$ cat src/rtl/secded_mem_sequencer.sv
// secded_mem_sequencer
//   Walks NUM_WORDS 16-bit SECDED (Hamming 15,11 + overall parity) code words
//   stored as little-endian byte pairs at SRC_BASE. Each word is decoded and
//   corrected, and a 16-bit result {F[1:0], 3'b000, d11..d1} is written as a
//   byte pair at DST_BASE. The run takes 5 cycles per word, and done is raised
//   at the end.
// Ports
//   clk, reset          rising-edge clock, synchronous active-high reset
//   start               begin a run (honoured only in IDLE or DONE)
//   busy, done          run in progress / run finished (level)
//   mem_addr            byte address; mem_rd_data is returned in the same cycle
//   mem_rd_data         read data for mem_addr
//   mem_wr_en           write strobe (memory writes on the clock edge)
//   mem_wr_data         write data
//   single_cnt          corrected words this run (saturating)
//   double_cnt          uncorrectable words this run (saturating)
module secded_mem_sequencer #(
  parameter int SRC_BASE  = 30,
  parameter int DST_BASE  = 0,
  parameter int NUM_WORDS = 15,
  parameter int AW        = 8
) (
  input  logic          clk,
  input  logic          reset,
  input  logic          start,
  output logic          busy,
  output logic          done,
  output logic [AW-1:0] mem_addr,
  input  logic [7:0]    mem_rd_data,
  output logic          mem_wr_en,
  output logic [7:0]    mem_wr_data,
  output logic [7:0]    single_cnt,
  output logic [7:0]    double_cnt
);

  typedef enum logic [2:0] {
    IDLE   = 3'd0,
    RD_LO  = 3'd1,
    RD_HI  = 3'd2,
    DECODE = 3'd3,
    WR_LO  = 3'd4,
    WR_HI  = 3'd5,
    DONE   = 3'd6
  } state_t;

  localparam int            IW        = (NUM_WORDS < 2) ? 1 : $clog2(NUM_WORDS + 1);
  localparam logic [IW-1:0] LAST_IDX  = IW'(NUM_WORDS - 1);
  localparam logic [IW-1:0] IDX_ONE   = IW'(1);
  localparam logic [AW-1:0] ADDR_ONE  = AW'(1);
  localparam logic [AW-1:0] SRC_ADDR  = AW'(SRC_BASE);
  localparam logic [AW-1:0] DST_ADDR  = AW'(DST_BASE);
  localparam bit            NO_WORDS  = (NUM_WORDS == 0);

  // Decode one code word into {F[1:0], 3'b000, d11..d1}.
  function automatic logic [15:0] secded_decode(input logic [15:0] c);
    logic [3:0]  syn;
    logic        par;
    logic [15:0] fixed;
    logic [1:0]  flag;
    syn = 4'd0;
    for (int k = 1; k < 16; k++) begin
      if (c[k]) begin
        syn = syn ^ 4'(k);
      end else begin
        syn = syn;
      end
    end
    par = ^c;
    if (par) begin
      // Odd overall parity: a single flip at position syn (syn==0 means p0).
      fixed = c ^ (16'h0001 << syn);
      flag  = 2'b01;
    end else if (syn != 4'd0) begin
      fixed = c;
      flag  = 2'b10;
    end else begin
      fixed = c;
      flag  = 2'b00;
    end
    return {flag, 3'b000, fixed[15:9], fixed[7:5], fixed[3]};
  endfunction

  state_t          state_r, state_nxt_s;
  logic [IW-1:0]   idx_r, idx_nxt_s;
  logic            start_run_s;
  logic [15:0]     code_r;
  logic [15:0]     res_r;
  logic [15:0]     dec_s;
  logic [AW-1:0]   mem_addr_r, addr_nxt_s;
  logic [AW-1:0]   src_addr_s, dst_addr_s;
  logic            mem_wr_en_r, we_nxt_s;
  logic [7:0]      mem_wr_data_r, wdata_nxt_s;
  logic            busy_r, busy_nxt_s;
  logic            done_r;
  logic [7:0]      single_cnt_r, double_cnt_r;

  assign dec_s = secded_decode(code_r);

  // Next state and next word index.
  always_comb begin
    state_nxt_s = state_r;
    idx_nxt_s   = idx_r;
    start_run_s = 1'b0;
    case (state_r)
      IDLE, DONE: begin
        if (start) begin
          start_run_s = 1'b1;
          idx_nxt_s   = {IW{1'b0}};
          state_nxt_s = NO_WORDS ? DONE : RD_LO;
        end else begin
          state_nxt_s = state_r;
        end
      end
      RD_LO:  state_nxt_s = RD_HI;
      RD_HI:  state_nxt_s = DECODE;
      DECODE: state_nxt_s = WR_LO;
      WR_LO:  state_nxt_s = WR_HI;
      WR_HI: begin
        idx_nxt_s = idx_r + IDX_ONE;
        if (idx_r == LAST_IDX) begin
          state_nxt_s = DONE;
        end else begin
          state_nxt_s = RD_LO;
        end
      end
      default: state_nxt_s = IDLE;
    endcase
  end

  // Memory-port values for the state being entered, so the port is registered.
  always_comb begin
    src_addr_s  = SRC_ADDR + (AW'(idx_nxt_s) << 1'b1);
    dst_addr_s  = DST_ADDR + (AW'(idx_nxt_s) << 1'b1);
    addr_nxt_s  = {AW{1'b0}};
    we_nxt_s    = 1'b0;
    wdata_nxt_s = 8'h00;
    busy_nxt_s  = 1'b0;
    case (state_nxt_s)
      RD_LO: begin
        addr_nxt_s = src_addr_s;
        busy_nxt_s = 1'b1;
      end
      RD_HI: begin
        addr_nxt_s = src_addr_s + ADDR_ONE;
        busy_nxt_s = 1'b1;
      end
      DECODE: begin
        busy_nxt_s = 1'b1;
      end
      WR_LO: begin
        // Entered from DECODE, where res_r is not yet loaded.
        addr_nxt_s  = dst_addr_s;
        we_nxt_s    = 1'b1;
        wdata_nxt_s = dec_s[7:0];
        busy_nxt_s  = 1'b1;
      end
      WR_HI: begin
        addr_nxt_s  = dst_addr_s + ADDR_ONE;
        we_nxt_s    = 1'b1;
        wdata_nxt_s = res_r[15:8];
        busy_nxt_s  = 1'b1;
      end
      default: begin
        addr_nxt_s = {AW{1'b0}};
      end
    endcase
  end

  // State, datapath and registered outputs.
  always_ff @(posedge clk) begin
    if (reset) begin
      state_r       <= IDLE;
      idx_r         <= {IW{1'b0}};
      code_r        <= 16'h0000;
      res_r         <= 16'h0000;
      mem_addr_r    <= {AW{1'b0}};
      mem_wr_en_r   <= 1'b0;
      mem_wr_data_r <= 8'h00;
      busy_r        <= 1'b0;
      done_r        <= 1'b0;
      single_cnt_r  <= 8'h00;
      double_cnt_r  <= 8'h00;
    end else begin
      state_r       <= state_nxt_s;
      idx_r         <= idx_nxt_s;
      mem_addr_r    <= addr_nxt_s;
      mem_wr_en_r   <= we_nxt_s;
      mem_wr_data_r <= wdata_nxt_s;
      busy_r        <= busy_nxt_s;
      // A start seen in DONE drops done on the very next cycle.
      done_r        <= (state_r == DONE) && !start;
      case (state_r)
        RD_LO:   code_r[7:0]  <= mem_rd_data;
        RD_HI:   code_r[15:8] <= mem_rd_data;
        DECODE:  res_r        <= dec_s;
        default: res_r        <= res_r;
      endcase
      if (start_run_s) begin
        single_cnt_r <= 8'h00;
        double_cnt_r <= 8'h00;
      end else if (state_r == DECODE) begin
        if (dec_s[14] && (single_cnt_r != 8'hFF)) begin
          single_cnt_r <= single_cnt_r + 8'h01;
        end else begin
          single_cnt_r <= single_cnt_r;
        end
        if (dec_s[15] && (double_cnt_r != 8'hFF)) begin
          double_cnt_r <= double_cnt_r + 8'h01;
        end else begin
          double_cnt_r <= double_cnt_r;
        end
      end else begin
        single_cnt_r <= single_cnt_r;
        double_cnt_r <= double_cnt_r;
      end
    end
  end

  assign busy        = busy_r;
  assign done        = done_r;
  assign mem_addr    = mem_addr_r;
  assign mem_wr_en   = mem_wr_en_r;
  assign mem_wr_data = mem_wr_data_r;
  assign single_cnt  = single_cnt_r;
  assign double_cnt  = double_cnt_r;

endmodule

$ cat config.mk
export PLATFORM = sky130hd
export DESIGN_NAME = secded_mem_sequencer
export DESIGN_NICKNAME = d
export VERILOG_FILES = /design/src/rtl/secded_mem_sequencer.sv
export SDC_FILE = /design/constraint.sdc
export NUM_CORES = 1
export LEC_CHECK = 0
export BUFFER_PORTS_ARGS = -buffer_cell sky130_fd_sc_hd__buf_2
export CELL_PAD_IN_SITES_DETAIL_PLACEMENT = 1
export CELL_PAD_IN_SITES_GLOBAL_PLACEMENT = 1
export CORE_MARGIN = 4
export CORE_UTILIZATION = 44
export DETAILED_ROUTE_END_ITERATION = 10
export PLACE_DENSITY_LB_ADDON = 0.1
export SLEW_MARGIN = 25
export SYNTH_ARGS = -nofsm -noshare
export SYNTH_HDL_FRONTEND = slang
export SYNTH_SLANG_ARGS = --single-unit
$ cat constraint.sdc
create_clock -name clk -period 2.7 [get_ports clk]
set_clock_uncertainty 0.05 [all_clocks]
set_input_delay 0 -clock clk [delete_from_list [all_inputs] [get_ports clk]]
set_output_delay 0 -clock clk [all_outputs]
set_load 0.01 [all_outputs]
# After elaboration in Yosys (flattened, before gate mapping)
# Index checks and enable logic that the tools add are counted.
# word_totals
regBits,71
latchBits,0
mem_bits_rw,0
romBits,0
input_bits,11
out_inout_bits,35
wordCells,90
n_memories,0
# classes
addsub,6
n_mul,0
div,0
n_lt_le_gt_ge,0
n_eq_ne,14
n_shift,1
n_mux,29
bitwise,15
n_reduce_logical,13
# op_table
op,n
$mux 4,9
$pmux 7 s4,1
$mux 3,6
$pmux 3 s6,1
$add 8x1->8 const B,2
$mux 16,1
$ne 8x8->1 const B,2
$pmux 8 s2,1
$reduce_xor 16->1,1
$shl 1x4->16 const A,1
$xor 16x16->16,1
$eq 3x3->1 const B,5
$eq 3x2->1 const B,4
$not 2->2,6
$not 3->3,4
$mux 2,4
$pmux 4 s2,1
$add 6x1->7 const B,1
$add 5x1->6 const B,1
$add 5x5->6 const A,1
$eq 3x1->1 const B,2
$reduce_or 2->1,3
$mux 1,5
$reduce_or 5->1,1
9 further kinds,14

# Depth between registers and ports, before layout
# depth
ltp_word,31
ltp_mapped,8
ltp_nobuf,8

# Worst setup path after synthesis
# No wires, ideal clock.
# synth_timing
kind,register to register
start,register code_r[12]
end,"register single_cnt_r[6], in the netlist single_cnt[6]"
setup_ns,0.116
t_arrival_ns,2.108
required_ns,2.534
slack_ns,0.426
path_stages_with_launch,7
period_less_slack_ns,2.274
path_cell_list,dfxtp_1 xor3_4 xnor2_4 xnor2_4 xnor2_2 or4_1 o211a_1
# synth_between
elab_chain_cells,4
# synth_rtl
item,line,rtl
start: declaration,86,logic [15:0] code_r;
start signal: assignment,194,RD_HI: code_r[15:8] <= mem_rd_data;
$reduce_xor 16->1,68,par = ^c;
$mux 2,69,if (par) begin
$logic_and 1x1->1,202,if (dec_s[14] && (single_cnt_r != 8'hFF)) begin
$reduce_and 2->1 (no source line),-,
end signal: assignment,203,single_cnt_r <= single_cnt_r + 8'h01;
end signal: assignment,205,single_cnt_r <= single_cnt_r;
end signal: assignment,213,single_cnt_r <= single_cnt_r;
end: declaration,95,"logic [7:0] single_cnt_r, double_cnt_r;"
# Every way passes these cells.
# A chain may end at the register's enable or synchronous reset.

# Final worst setup path
# layout_timing
start,register code_r[12]
end,"register single_cnt_r[1], in the netlist single_cnt[1]"
# Same word-level chain as after synthesis.

==> summary.md <==
| Metric | Value |
|---|---|
| Max cap viols | `0` |
| Met2 Usage GRT | `0.368` |
| Maximum clock frequency | `385 MHz` |
| Root buf cell | `clkbuf_8` |
| Status | `finished clean` |
| Syn. warnings | `0` |
| Share of post-route cells with drive strength above 1 | `0.220` |
| Total Nets Final | `467` |
| Post-CTS setup buffer count | `0` |
| Worst slew pin tran | `between 700 and 800 ps` |
| First-pass GRT wire length | `about 16000 um` |
| Synth-to-Final Area Change | `19.2%` |
| GRT Residual Overflow | `0` |
| Largest net degree at the start of global routing | `41` |
| CTS Hold Bufs | `9` |
| Avg Cell Area, Syn | `approximately 9 um^2` |
| Worst Path Required | `2920 ps` |
| Vias in the first global route | `3166` |
| Tcrit/Tclk final | `0.962` |
| Initial DRC count | `89` |
| Remaining antenna violation count after routing | `0` |
| CTS tree | `built` |
| Setup TNS | `0 ps` |
| GR Layer Usage met3 | `0.0356` |
| Mapped Cells | `389` |
| Worst hold path stage count | `2` |
| Chip Height | `96.4 um` |
| Rel. slew slack | `0.483` |
| Core area | `7410 um^2` |
| P_leak | `0.00168 uW` |
| Worst Setup End Kind | `flop` |
| Clock sinks | `61` |
| Num CTS Buffers | `9` |
| Clock Path Buffers | `2` |
| Startpoint types | `flop` |
| Dpl hpwl | `6610 um` |
| CTS resizes | `0` |
| Slew Viols, Final | `0` |
| Worst-path fanout max | `23` |
| Die area | `9290 um^2` |
| RSZ-0062 raised after global routing | `no` |
| Initial core utilization | `0.464` |
| Power Dens Cells | `roughly 600 nW/um^2` |
| Arrival time worst endpoint | `2820 ps` |
| 1st-pass router iterations | `4` |
| Crit-path cells | `xor3_4, xnor2_4, xnor2_4, xnor2_2, buf_4, or4b_1, a21oi_1` |
| Final Hold Viols | `0` |
| Top Ports | `46` |
| Final-report setup violation count | `0` |
| Chip width | `96.4 um` |
| Met1 usage | `0.272` |
| H-tree Lvls | `3` |
| Initial antenna violation count | `0` |
| Crit path max-delay cell type | `xor3_4` |
| Top FF cell, synth | `dfxtp_1` |
| Worst hold-check path type | `in2reg` |
| Vias per std cell | `between 5 and 6` |
| Drt drc | `0` |
| R2R cell count | `7` |
| Synthesized flop and latch total | `61` |
| Slowest stage delay, CP | `600 ps` |
| Total track usage | `0.216` |
| EDFF count, synth | `0` |
| Most used cell, CP | `xnor2_4` |
| Worst skew pair latency | `340 ps` |
| Final min period | `roughly 2600 ps` |
| Via count | `3085` |
| Ys async rst share | `0` |
| Clk pin slew, worst setup/hold paths | `70 ps` |
| Number of antenna diodes | `0` |
| Routability cong. | `0.877` |
| PortBufs | `43` |
| Layout Utilization | `0.553` |
| Synth cell types | `between 50 and 60` |
| WS Path Type | `reg2reg` |
| Synthesized area | `3440 um^2` |
| VDD IR max | `0.000253 V` |
| Final WL | `between 9000 and 10000 um` |
| Fill cell count | `906` |
| Sequential share of the synthesized area | `0.355` |
| GR peak layer | `met2` |
| Routed wire per std cell | `16.5 um` |
| Site row count | `31` |
kinds of logic (layout without fill, tap and decap cells):
group | Yosys count | after routing | synth area share
AO/OA/AOI/OAI | 84 | 84 | 0.159
XOR/XNOR | 43 | 43 | 0.141
adder cells (fa/ha/maj) | 5 | 5 | 0.0182
buffers and inverters | 26 | 91 | 0.0360
flip-flops | 61 | 61 | 0.355
multiplexers | 19 | 19 | 0.0553
other | 1 | 2 | 0.00109
AND/OR/NAND/NOR | 150 | 150 | 0.234
registers in the layout, indices dropped and copies added (netlist names):
name and count:
done 1, code_r 16, state_r 3, mem_addr 6, double_cnt 8, mem_wr_data 8
busy 1, res_r 5, idx_r 4, mem_wr_en 1, single_cnt 8
synth_stat cells, types with 3 or more instances:
master	number	area, um^2
buf_4	3	22.5
dfxtp_1	61	1220
o21ai_0	15	75.1
a21oi_1	19	95.1
o22ai_1	15	93.8
a22o_1	5	43.8
o31ai_1	3	22.5
nor4_1	8	50.1
nand2_1	33	124
a21o_1	6	45.0
a211oi_1	4	30.0
nor2b_1	3	18.8
nand2b_1	16	100
inv_1	4	15.0
nand4_1	7	43.8
nor2_1	30	113
xnor2_1	21	184
ha_1	5	62.6
a211o_1	3	26.3
clkbuf_1	16	60.1
xor2_2	6	97.6
nand3_1	9	45.0
xor2_1	12	105
mux2i_1	19	190
nor4_2	4	50.1
and3_1	4	25.0
nor3_1	21	105
a31oi_1	3	18.8
stage by stage:
stage	power (uW)	hold WS (ps)	instances	worst slack, ps	instance area (um^2)
3_3_place_gp	1650	202	530	201	3830
4_1_cts	2460	159	554	84.6	4100
2_1_floorplan	1520	86.0	390	426	3440
3_5_place_dp	1670	212	530	122	3830
6_report	2450	164	554	102	4100
5_1_grt	2580	204	554	7.81	4100
where the power goes:
part           switching, uW  leakage (uW)  internal [uW]
sequential              34.1      0.000495            932
combinational            443       0.00108            262
clock                    367     0.0000984            413
placed cells by master (no fill, tap or decap), types with 16 or more instances in the layout:
cell type   n
nand2b_1   16
nand2_1    33
a21oi_1    19
dfxtp_1    61
xnor2_1    21
mux2i_1    19
nor3_1     21
buf_2      43
buf_4      20
nor2_1     30
critical path: cells and delay by family (launching register included):
kind	cells	cell delay, ps
buf+inv	1	230
flops	1	360
simple gates	1	560
compound gates	1	150
xor+xnor	4	1170
layout make-up:
class                      instances  area [um^2]  area share
multi-input combinational        303         2100       0.513
sequential                        61         1220       0.298
timing repair buffer              72          455       0.111
clock buffer                       9          124      0.0302
tap                               99          124      0.0302
clock inverter                     6         55.1      0.0134
inverter                           4         15.0     0.00366
path summary, 6_finish.rpt:
kind / start / end / slack (ps)
setup / recovery: code_r[12] / single_cnt[1] / 100
hold / removal: reset / code_r[7] / 160
setup reg to reg: code_r[12] / single_cnt[1] / 100
hold reg to reg: res_r[15] / res_r[15] / 430
layer usage:
metal  vias up  part of all wire
met3        11             0.039
met5         -                 0
met4         0             0.014
met2        45              0.50
met1      1512              0.45
li1       1517                 -
No activity file was read; power rests on OpenSTA's default activity.
